===== config.mk =====
export PLATFORM = sky130hd
export DESIGN_NAME = imm_gen_pipe_flat
export DESIGN_NICKNAME = d
export VERILOG_FILES = /design/src/rtl/imm_gen_pipe_if.sv /design/src/rtl/imm_gen_pipe.sv /design/src/flat_wrapper.sv
export SDC_FILE = /design/constraint.sdc
export NUM_CORES = 1
export LEC_CHECK = 0
export ABC_AREA = 1
export CORE_MARGIN = 3
export CORE_UTILIZATION = 50
export CTS_CLUSTER_SIZE = 25
export DETAILED_ROUTE_END_ITERATION = 6
export DONT_BUFFER_PORTS = 1
export PLACE_DENSITY = 0.62
export SKIP_LAST_GASP = 1
export SLEW_MARGIN = 20
export SYNTH_ARGS = -nofsm -noshare
export SYNTH_HDL_FRONTEND = slang
export SYNTH_SLANG_ARGS = --single-unit

===== constraint.sdc =====
create_clock -name clk -period 2.7 [get_ports clk]
set_clock_uncertainty 0.2 [all_clocks]
set_input_delay 0.54 -clock clk [delete_from_list [all_inputs] [get_ports clk]]
set_output_delay 0.54 -clock clk [all_outputs]
set_load 0.01 [all_outputs]

===== src/rtl/imm_gen_pipe_if.sv =====
// rtl/imm_gen_pipe_if.sv - handshake bundle for the decode-stage immediate generator
//
// Purpose: groups the input-side and output-side valid/ready channels of
//          imm_gen_pipe into one interface.
// Ports (signals):
//    in_valid/in_ready         input entry handshake
//    in_instr[24:0]            instruction bits [31:7]
//    in_immsrc[2:0]            immediate select code
//    in_pc[XLEN-1:0]           PC of the instruction
//    out_valid/out_ready       output entry handshake
//    out_immext[XLEN-1:0]      sign-extended immediate
//    out_target[XLEN-1:0]      precomputed branch/jump target
//    out_immsrc[2:0]           registered select code
//    out_illegal               select code was 110/111
// Modports: master = producer/consumer around the block, slave = imm_gen_pipe.
interface imm_gen_pipe_if #(
   parameter int XLEN = 32
);
   logic            in_valid;
   logic            in_ready;
   logic [24:0]     in_instr;
   logic [2:0]      in_immsrc;
   logic [XLEN-1:0] in_pc;
   logic            out_valid;
   logic            out_ready;
   logic [XLEN-1:0] out_immext;
   logic [XLEN-1:0] out_target;
   logic [2:0]      out_immsrc;
   logic            out_illegal;

   modport master (
      output in_valid, in_instr, in_immsrc, in_pc, out_ready,
      input  in_ready, out_valid, out_immext, out_target, out_immsrc, out_illegal
   );

   modport slave (
      input  in_valid, in_instr, in_immsrc, in_pc, out_ready,
      output in_ready, out_valid, out_immext, out_target, out_immsrc, out_illegal
   );
endinterface


===== src/rtl/imm_gen_pipe.sv =====
// rtl/imm_gen_pipe.sv - registered immediate generator with 2-entry skid buffer
//
// Purpose: decodes the immediate for I/S/B/J/U formats, sign-extends it to
//          XLEN, optionally precomputes the branch/jump target, and registers
//          the result behind a valid/ready handshake with a main + skid entry.
// Ports:
//    clk       clock, rising edge
//    rst_n     asynchronous active-low reset
//    flush     synchronous kill of both buffered entries (beats accept/drain)
//    bus       imm_gen_pipe_if.slave (see interface file for signal list)
// Configuration:
//    IMM_TARGET_EN  when defined, builds the target adder and target registers;
//                   otherwise out_target is tied to 0 and in_pc is unused.
module imm_gen_pipe #(
   parameter int XLEN = 32
) (
   input  logic          clk,
   input  logic          rst_n,
   input  logic          flush,
   imm_gen_pipe_if.slave bus
);

   logic [24:0]     ins;
   logic            sgn;
   logic [XLEN-1:0] imm_d;
   logic            ill_d;

   // ins[k] holds instruction bit k+7
   assign ins = bus.in_instr;
   assign sgn = ins[24];

   always_comb begin
      imm_d = '0;
      ill_d = 1'b0;
      case (bus.in_immsrc)
         3'b000:         imm_d = {{(XLEN-12){sgn}}, ins[24:13]};
         3'b001:         imm_d = {{(XLEN-12){sgn}}, ins[24:18], ins[4:0]};
         3'b010:         imm_d = {{(XLEN-13){sgn}}, ins[24], ins[0], ins[23:18], ins[4:1], 1'b0};
         3'b011:         imm_d = {{(XLEN-21){sgn}}, ins[24], ins[12:5], ins[13], ins[23:14], 1'b0};
         // U-type: bit 31 is the sign, so replicate it and append bits 30:12
         3'b100, 3'b101: imm_d = {{(XLEN-31){sgn}}, ins[23:5], 12'b0};
         default:        ill_d = 1'b1;
      endcase
   end

`ifdef IMM_TARGET_EN
   logic [XLEN-1:0] tgt_d;
   logic [XLEN-1:0] main_tgt_q;
   logic [XLEN-1:0] skid_tgt_q;

   always_comb begin
      tgt_d = bus.in_pc + imm_d;
      if (ill_d)
         tgt_d = bus.in_pc;
      else if (bus.in_immsrc == 3'b101)
         tgt_d = imm_d;
   end
`endif

   logic            main_valid_q;
   logic [XLEN-1:0] main_imm_q;
   logic [2:0]      main_src_q;
   logic            main_ill_q;
   logic            skid_valid_q;
   logic [XLEN-1:0] skid_imm_q;
   logic [2:0]      skid_src_q;
   logic            skid_ill_q;
   logic            accept;
   logic            drain;

   assign accept = bus.in_valid & ~skid_valid_q;
   assign drain  = main_valid_q & bus.out_ready;

   always_ff @(posedge clk or negedge rst_n) begin
      if (!rst_n) begin
         main_valid_q <= 1'b0;
         main_imm_q   <= '0;
         main_src_q   <= 3'b000;
         main_ill_q   <= 1'b0;
         skid_valid_q <= 1'b0;
         skid_imm_q   <= '0;
         skid_src_q   <= 3'b000;
         skid_ill_q   <= 1'b0;
`ifdef IMM_TARGET_EN
         main_tgt_q   <= '0;
         skid_tgt_q   <= '0;
`endif
      end else if (flush) begin
         main_valid_q <= 1'b0;
         skid_valid_q <= 1'b0;
      end else if (main_valid_q && !drain) begin
         // stalled: main holds steady, a new entry parks in the skid slot
         if (accept) begin
            skid_valid_q <= 1'b1;
            skid_imm_q   <= imm_d;
            skid_src_q   <= bus.in_immsrc;
            skid_ill_q   <= ill_d;
`ifdef IMM_TARGET_EN
            skid_tgt_q   <= tgt_d;
`endif
         end
      end else if (skid_valid_q) begin
         // in_ready is low here, so no accept competes with the skid refill
         main_valid_q <= 1'b1;
         main_imm_q   <= skid_imm_q;
         main_src_q   <= skid_src_q;
         main_ill_q   <= skid_ill_q;
         skid_valid_q <= 1'b0;
`ifdef IMM_TARGET_EN
         main_tgt_q   <= skid_tgt_q;
`endif
      end else begin
         main_valid_q <= accept;
         if (accept) begin
            main_imm_q <= imm_d;
            main_src_q <= bus.in_immsrc;
            main_ill_q <= ill_d;
`ifdef IMM_TARGET_EN
            main_tgt_q <= tgt_d;
`endif
         end
      end
   end

   assign bus.in_ready    = ~skid_valid_q;
   assign bus.out_valid   = main_valid_q;
   assign bus.out_immext  = main_imm_q;
   assign bus.out_immsrc  = main_src_q;
   assign bus.out_illegal = main_ill_q;
`ifdef IMM_TARGET_EN
   assign bus.out_target  = main_tgt_q;
`else
   assign bus.out_target  = '0;
`endif

endmodule


===== src/flat_wrapper.sv =====
// flat-port wrapper written by rule: the top's interface ports become plain ports
module imm_gen_pipe_flat 
#(
   parameter int XLEN = 32
)
  (clk, rst_n, flush, bus_in_valid, bus_in_instr, bus_in_immsrc, bus_in_pc, bus_out_ready, bus_in_ready, bus_out_valid, bus_out_immext, bus_out_target, bus_out_immsrc, bus_out_illegal);
  imm_gen_pipe_if #(.XLEN(XLEN)) bus_i ();
  input  logic clk;
  input  logic rst_n;
  input  logic flush;
  input wire logic [$bits(bus_i.in_valid)-1:0] bus_in_valid;
  input wire logic [$bits(bus_i.in_instr)-1:0] bus_in_instr;
  input wire logic [$bits(bus_i.in_immsrc)-1:0] bus_in_immsrc;
  input wire logic [$bits(bus_i.in_pc)-1:0] bus_in_pc;
  input wire logic [$bits(bus_i.out_ready)-1:0] bus_out_ready;
  output wire logic [$bits(bus_i.in_ready)-1:0] bus_in_ready;
  output wire logic [$bits(bus_i.out_valid)-1:0] bus_out_valid;
  output wire logic [$bits(bus_i.out_immext)-1:0] bus_out_immext;
  output wire logic [$bits(bus_i.out_target)-1:0] bus_out_target;
  output wire logic [$bits(bus_i.out_immsrc)-1:0] bus_out_immsrc;
  output wire logic [$bits(bus_i.out_illegal)-1:0] bus_out_illegal;
  assign bus_i.in_valid = bus_in_valid;
  assign bus_i.in_instr = bus_in_instr;
  assign bus_i.in_immsrc = bus_in_immsrc;
  assign bus_i.in_pc = bus_in_pc;
  assign bus_i.out_ready = bus_out_ready;
  assign bus_in_ready = bus_i.in_ready;
  assign bus_out_valid = bus_i.out_valid;
  assign bus_out_immext = bus_i.out_immext;
  assign bus_out_target = bus_i.out_target;
  assign bus_out_immsrc = bus_i.out_immsrc;
  assign bus_out_illegal = bus_i.out_illegal;
  imm_gen_pipe #(.XLEN(XLEN)) u_core (.clk(clk), .rst_n(rst_n), .flush(flush), .bus(bus_i));
endmodule

==> implementation parameters, run 1 <==
Parameter                              Value

Timing
  Worst Tran Pin Value ... 0.679 ns
  Final period utilization ... 82.8%
  Minimum clock period after layout ... 2.24 ns
  Final Slew Violations ... 0
  Maximum achievable frequency ... 447 MHz
  Setup TNS Final ... 0 ns
  Count of endpoints failing hold in the final timing report ... 0
  RSZ-0062 raised after global routing ... false
  Number of setup violations in the final report ... 0
  Rel. slew slack ... 54.5%

Setup path
  Depth of the worst register-to-register path ... 5
  Crit path required time ... 1.96 ns
  Reg-to-Reg Start ... u_core.skid_valid_q$_DFFE_PN0P_
  Critical Path Sink Type ... output port
  Setup crit start kind ... register
  Reg-to-reg slack, setup ... 0.65 ns
  Critical Path AT ... 1.50 ns
  Critical Setup Path Class ... register to output port
  Critical Path Fanout Max ... 45
  Destination of the worst register-to-register timing path ... u_core.bus.out_immext[22]$_DFFE_PN0P_

Floorplanning
  Floorplan row count ... 31
  Vertical extent of the die ... 94.3 um
  CORE AREA ... 7410 um^2
  Starting density of the core ... 52.6%
  Die area ... 8900 um^2
  Die X-Extent ... 94.3 um
  Num ports ... 135

Synth
  Cell count after synthesis ... 508
  Commonest cells in the netlist ... nand2_1, dfrtp_1, o21ai_1, nor2_1, buf_4
  Leading cell type by number of instances after synthesis ... nand2_1
  Synth Area in Compound Gates ... 11.3%
  Number of storage elements in the synthesis netlist ... 74
  Leading area contributor after synthesis ... dfrtp_1
  Mapped Area ... 3900 um^2
  Synth top area share ... 47.5%
  Dominant cells by area after synthesis ... dfrtp_1, nand2_1, buf_4, o21ai_1, nor2_1
  Arithmetic-cell share of the synthesized area counting full adders, half adders and majority gates ... 0%
  Dominant combinational cell family by area after synthesis ... simple AND/OR/NAND/NOR gates
  Avg Inst Size Synth ... 7.68 um^2
  Count of warnings emitted by yosys ... 0
  Number of enable-type register cells in the synthesized netlist ... 0
  Xor-xnor portion of the synthesized cell area ... 0%
  Top_reg_cell synth ... dfrtp_1
  Synth Area in Simple Gates ... 26.9%
  Number of different library cells in the post-synthesis netlist ... 26
  Fraction of the yosys area taken by sequential cells ... 47.5%
  Share of flip-flops with an asynchronous set or reset after synthesis ... 100%
  Mux contribution to synthesized area ... 0%

Layout
  Diodes inserted ... 0
  Fraction of final layout cells sized beyond drive strength 1 ... 8.55%
  FF/Latch Area ... 1850 um^2
  Non-filler instance count after layout ... 602
  Area Overhead vs Synth ... 2.25%
  Area of the multi-input gates ... 1610 um^2
  Fill count ... 717
  Fin nets ... 564

Pwr
  Leakage power ... 2.20 nW
  Largest voltage drop on the vdd net ... 0.315 mV
  Power per Cell Area ... 680 nW/um^2

CTS
  Clock sink total ... 74
  Register clock-pin slew on the reported worst setup and hold paths ... 0.07 ns
  Later-pin clock latency in the skew report ... 0.34 ns
  Largest buffer count on any clock path ... 2
  CTS hold repair buffers ... 2
  Root buffer cell ... clkbuf_8
  Clock tree from TritonCTS ... done
  Setup fix buffers added after clock tree synthesis ... 0
  Total number of H-tree levels ... 3
  Number of CTS-inserted buffers ... 9
  # resized after CTS ... 0

Routing
  DRT Wirelength ... 8550 um
  Wire length per cell after detailed routing ... 14.2 um
  Drt first-iter violations ... 174
  Vias ... 3029
  Number of antenna-violating nets in the routed design ... 0
  1st-pass router iterations ... 5
  Detailed-route vias per instance ... 5.03
  Count of unresolved DRC violations after routing ... 0

GRT
  Global route overflow ... 0
  Antenna violations before repair ... 0
  Largest net degree at the start of global routing ... 75
  Wire length of the first global-routing pass ... 13900 um
  Number of global-route vias before repair ... 2801
  Overall Global Routing Usage ... 20.3%

Worst hold path
  Startpoint of the tightest hold check path ... bus_in_valid
  Depth of the worst hold-timing path ... 2
  Hold Path Sink ... u_core.bus.out_valid$_DFFE_PN0N_
  Type of the tightest min-delay check ... input port to register

Outcome
  Run status ... finished clean

Place
  Count of placed standard cells including taps ... 585
  # port buffers ... 0
  Final weighted congestion in routability-driven placement ... 0.819
  Detailed Place HPWL ... 5650 um

Flow run
  Max-Cap Viols ... 0
-- stage by stage --
step	utilization (%)	area [um^2]	setup WS (ns)	total power [mW]	hold slack [ns]
after floorplan	-	4020	1.13	1.83	0.0444
after global placement	50.8	3760	0.640	1.85	0.0467
after detailed placement	50.8	3760	0.636	1.87	0.0464
after CTS	53.8	3990	0.432	2.74	0.151
after global routing	53.8	3990	0.368	2.88	0.175
final	53.8	3990	0.465	2.71	0.160
-- cells in the final DEF (no fill, tap or decap), drive strengths merged --
| master | synthesis | routed |
|---|---|---|
| bufinv | 0 | 1 |
| o21ai | 69 | 69 |
| clkbuf | 3 | 12 |
| a21boi | 1 | 1 |
| inv | 35 | 35 |
| conb | 1 | 32 |
| nand4 | 3 | 3 |
| dlygate4sd3 | 0 | 1 |
| nand3 | 6 | 6 |
| buf | 55 | 6 |
| nor2 | 51 | 51 |
| a21oi | 10 | 10 |
| o211ai | 2 | 2 |
| clkinv | 0 | 2 |
| nand2 | 198 | 198 |
| dfrtp | 74 | 74 |
-- worst max-delay path: stages, from the launching register on --
cell and delay, ns:
dfrtp_1 0.57, inv_2 0.15, buf_4 0.43
-- how the worst max path moves through the flow --
stage / from / to / slack [ns] / cells after the start
global placement: u_core.skid_valid_q$_DFFE_PN0P_ / u_core.bus.out_immext[22]$_DFFE_PN0P_ / 0.64 / 5
floorplan: bus_in_immsrc[1] / u_core.bus.out_immext[25]$_DFFE_PN0P_ / 1.13 / 9
detailed placement: u_core.skid_valid_q$_DFFE_PN0P_ / u_core.bus.out_immext[22]$_DFFE_PN0P_ / 0.64 / 5
CTS: u_core.skid_valid_q$_DFFE_PN0P_ / bus_in_ready / 0.43 / 2
finish: u_core.skid_valid_q$_DFFE_PN0P_ / bus_in_ready / 0.46 / 2
global route: u_core.skid_valid_q$_DFFE_PN0P_ / bus_in_ready / 0.37 / 2
-- metal layers --
metal	wire length [um]	track usage [%]	vias to the layer above
met4	181	8.78	0
met5	0	0	-
met2	4190	33.3	88
met3	502	4.97	14
li1	-	-	1490
met1	3680	25.5	1437
-- power breakdown --
group          internal [mW]  switching, mW  total (mW)
logic                  0.146          0.257       0.403
registers               1.31          0.165        1.47
clock network          0.445          0.387       0.832
-- state kept, by name (all words and copies together), names as in the netlist --
signal / flops
u_core.bus.out_illegal: 1
u_core.bus.out_immext: 32
u_core.bus.out_immsrc: 3
u_core.bus.out_valid: 1
u_core.skid_ill_q: 1
u_core.skid_imm_q: 32
u_core.skid_src_q: 3
u_core.skid_valid_q: 1
-- area by class of cell --
cell class	instances	share of cell area (%)
inverters	35	3.29
repair buffers	7	2.20
clock inverters	3	1.00
clock buffers	12	3.64
multi-input cells	372	40.3
well taps	99	3.11
flip-flops and latches	74	46.4
-- logic make-up after synthesis --
| family | after synthesis |
|---|---|
| AOI/OAI and AO/OA | 82 |
| and+or+nand+nor | 258 |
| buffers and inverters | 93 |
| DFF | 74 |
| other | 1 |
(Power assumes the default switching activity.)
==> run 2, diff against run 1 <==
- PLACE_DENSITY: 0.62 -> 0.65
- clock period: 2.7 -> 1.9 ns (I/O delays scaled with it)
==> run 2 against run 1 <==
Net effect: via count is essentially flat; critical path depth stayed put; first-iteration DRC count decreased by 28%; clock-buffer cell count fell by 2; the run now ends with hold timing left; die area unchanged; utilization increased by 0.14 points; combinational power grew 36%; largest power group unchanged; final area grew 0.25%; global-route usage is 0.38 points higher; register-to-register slack worse by 0.33 ns; routed wire length rose by 2.9%.
==> implementation parameters, run 2 (synthesized netlist as in run 1, its figures left out) <==
Parameter                              Value

Setup path
  Critical Path Sink Type ... output port
  Critical Setup Path Class ... register to output port
  Setup crit start kind ... register
  Critical Path Fanout Max ... 14
  Crit path required time ... 1.32 ns
  Critical Path AT ... 1.18 ns

Floorplanning
  Starting density of the core ... 52.6%
  Vertical extent of the die ... 94.3 um
  CORE AREA ... 7410 um^2
  Num ports ... 135
  Die X-Extent ... 94.3 um
  Floorplan row count ... 31
  Die area ... 8900 um^2

Layout
  Fin nets ... 566
  FF/Latch Area ... 1850 um^2
  Area Overhead vs Synth ... 2.50%
  Top library cells by usage in the layout, fill and taps aside ... nand2_1, dfrtp_1, o21ai_1
  Diodes inserted ... 0
  Post-route cell area ... 4000 um^2
  Fill count ... 714
  Area of the multi-input gates ... 1610 um^2
  Fraction of final layout cells sized beyond drive strength 1 ... 9.50%
  Most common cell after layout, fill and taps aside ... nand2_1

Place
  Final weighted congestion in routability-driven placement ... 0.843
  Detailed Place HPWL ... 5940 um
  # port buffers ... 0
  Worst setup slack before clock tree synthesis ... 0.221 ns
  Post-Place Cell Area ... 3810 um^2

CTS
  Later-pin clock latency in the skew report ... 0.33 ns
  Register clock-pin slew on the reported worst setup and hold paths ... 0.08 ns
  Root buffer cell ... clkbuf_8
  Number of CTS-inserted buffers ... 9
  Total number of H-tree levels ... 3
  Setup fix buffers added after clock tree synthesis ... 0
  Clock sink total ... 74
  Clock tree from TritonCTS ... done
  Largest buffer count on any clock path ... 2

GRT
  Number of global-route vias before repair ... 2901
  Overall Global Routing Usage ... 20.7%
  Antenna violations before repair ... 0
  Largest net degree at the start of global routing ... 75
  Global route overflow ... 0
  Wire length of the first global-routing pass ... 14400 um

Timing
  Worst hold slack ... -0.467 ns
  Count of endpoints failing hold in the final timing report ... 74
  Setup TNS Final ... 0 ns
  Minimum clock period after layout ... 1.76 ns
  Number of setup violations in the final report ... 0
  Final period utilization ... 92.9%
  Post-layout worst setup margin ... 0.136 ns
  Maximum achievable frequency ... 567 MHz
  RSZ-0062 raised after global routing ... false
  Final Slew Violations ... 0

Pwr
  Power per Cell Area ... 955 nW/um^2
  Leakage power ... 2.20 nW
  Largest voltage drop on the vdd net ... 0.435 mV
  Final Total Pwr ... 3.82 mW

Routing
  Vias ... 3030
  Number of antenna-violating nets in the routed design ... 0
  DRT Wirelength ... 8790 um
  1st-pass router iterations ... 4
  Wire length per cell after detailed routing ... 14.6 um
  Count of unresolved DRC violations after routing ... 0
  Drt first-iter violations ... 126
  Detailed-route vias per instance ... 5.02

Worst hold path
  Type of the tightest min-delay check ... input port to async pin

Outcome
  Run status ... complete, but fails checks
  Violations in the final reports ... hold timing

Flow run
  Max-Cap Viols ... 0
## run 2: cell count changes in the layout (fill, tap and decap cells not counted), sizes merged
cell,previous run,this run
buf,6,9
inv,35,34
clkbuf,12,10
dlygate4sd3,1,0
clkinv,2,4
clkinvlp,0,1
## run 2: power by group
group          internal, mW  leakage, nW  total, mW  switching (mW)
clock network         0.598       0.0921       1.17           0.574
registers              1.86        0.953       2.10           0.239
logic                 0.205         1.16      0.547           0.341
total                  2.66         2.20       3.82            1.15
## run 2: final cells by class
type                    instances  share of cell area [%]
inverters                      35                    3.41
clock inverters                 5                    1.41
multi-input cells             372                    40.2
flip-flops and latches         74                    46.4
clock buffers                  10                    3.19
repair buffers                  9                    2.32
well taps                      99                    3.10
## run 2: timing repair
action / in CTS / in global routing
endpoints found under the hold margin: 74 / 74
resized for setup: 1 / 2
endpoints found under the setup margin: 1 / 1
## run 2: worst paths after layout
check / from / to / slack (ns) / cells past startpoint
max in group asynchronous: rst_n / u_core.bus.out_immext[9]$_DFFE_PN0P_ / 1.86 / 0
min: rst_n / u_core.bus.out_immext[23]$_DFFE_PN0P_ / -0.47 / 0
min reg2reg: u_core.skid_imm_q[7]$_DFFE_PN0P_ / u_core.skid_imm_q[7]$_DFFE_PN0P_ / 0.28 / 2
max reg2reg: u_core.bus.out_valid$_DFFE_PN0N_ / u_core.bus.out_immext[17]$_DFFE_PN0P_ / 0.32 / 5
max: u_core.skid_valid_q$_DFFE_PN0P_ / bus_in_ready / 0.14 / 2
min in group clk: bus_in_valid / u_core.bus.out_valid$_DFFE_PN0N_ / 0.02 / 2
## run 2: through the flow
step | cells | util, %
floorplan | 539 | -
global placement | 589 | 51.4
detailed placement | 589 | 51.4
CTS | 604 | 53.9
global route | 604 | 54.0
finish | 604 | 54.0
## run 2: metal layers
| metal | GRT usage [%] | vias up | share of wire, % |
|---|---|---|---|
| met5 | 0 | - | 0 |
| met4 | 7.70 | 0 | 2.4 |
| met3 | 4.57 | 17 | 5.8 |
| met2 | 34.5 | 101 | 49 |
| met1 | 26.3 | 1421 | 43 |
| li1 | - | 1491 | - |
## run 2: worst max-delay path, stage by stage (launching register included)
cell,delay [ns]
dfrtp_2,0.47
clkinv_4,0.16
buf_4,0.23
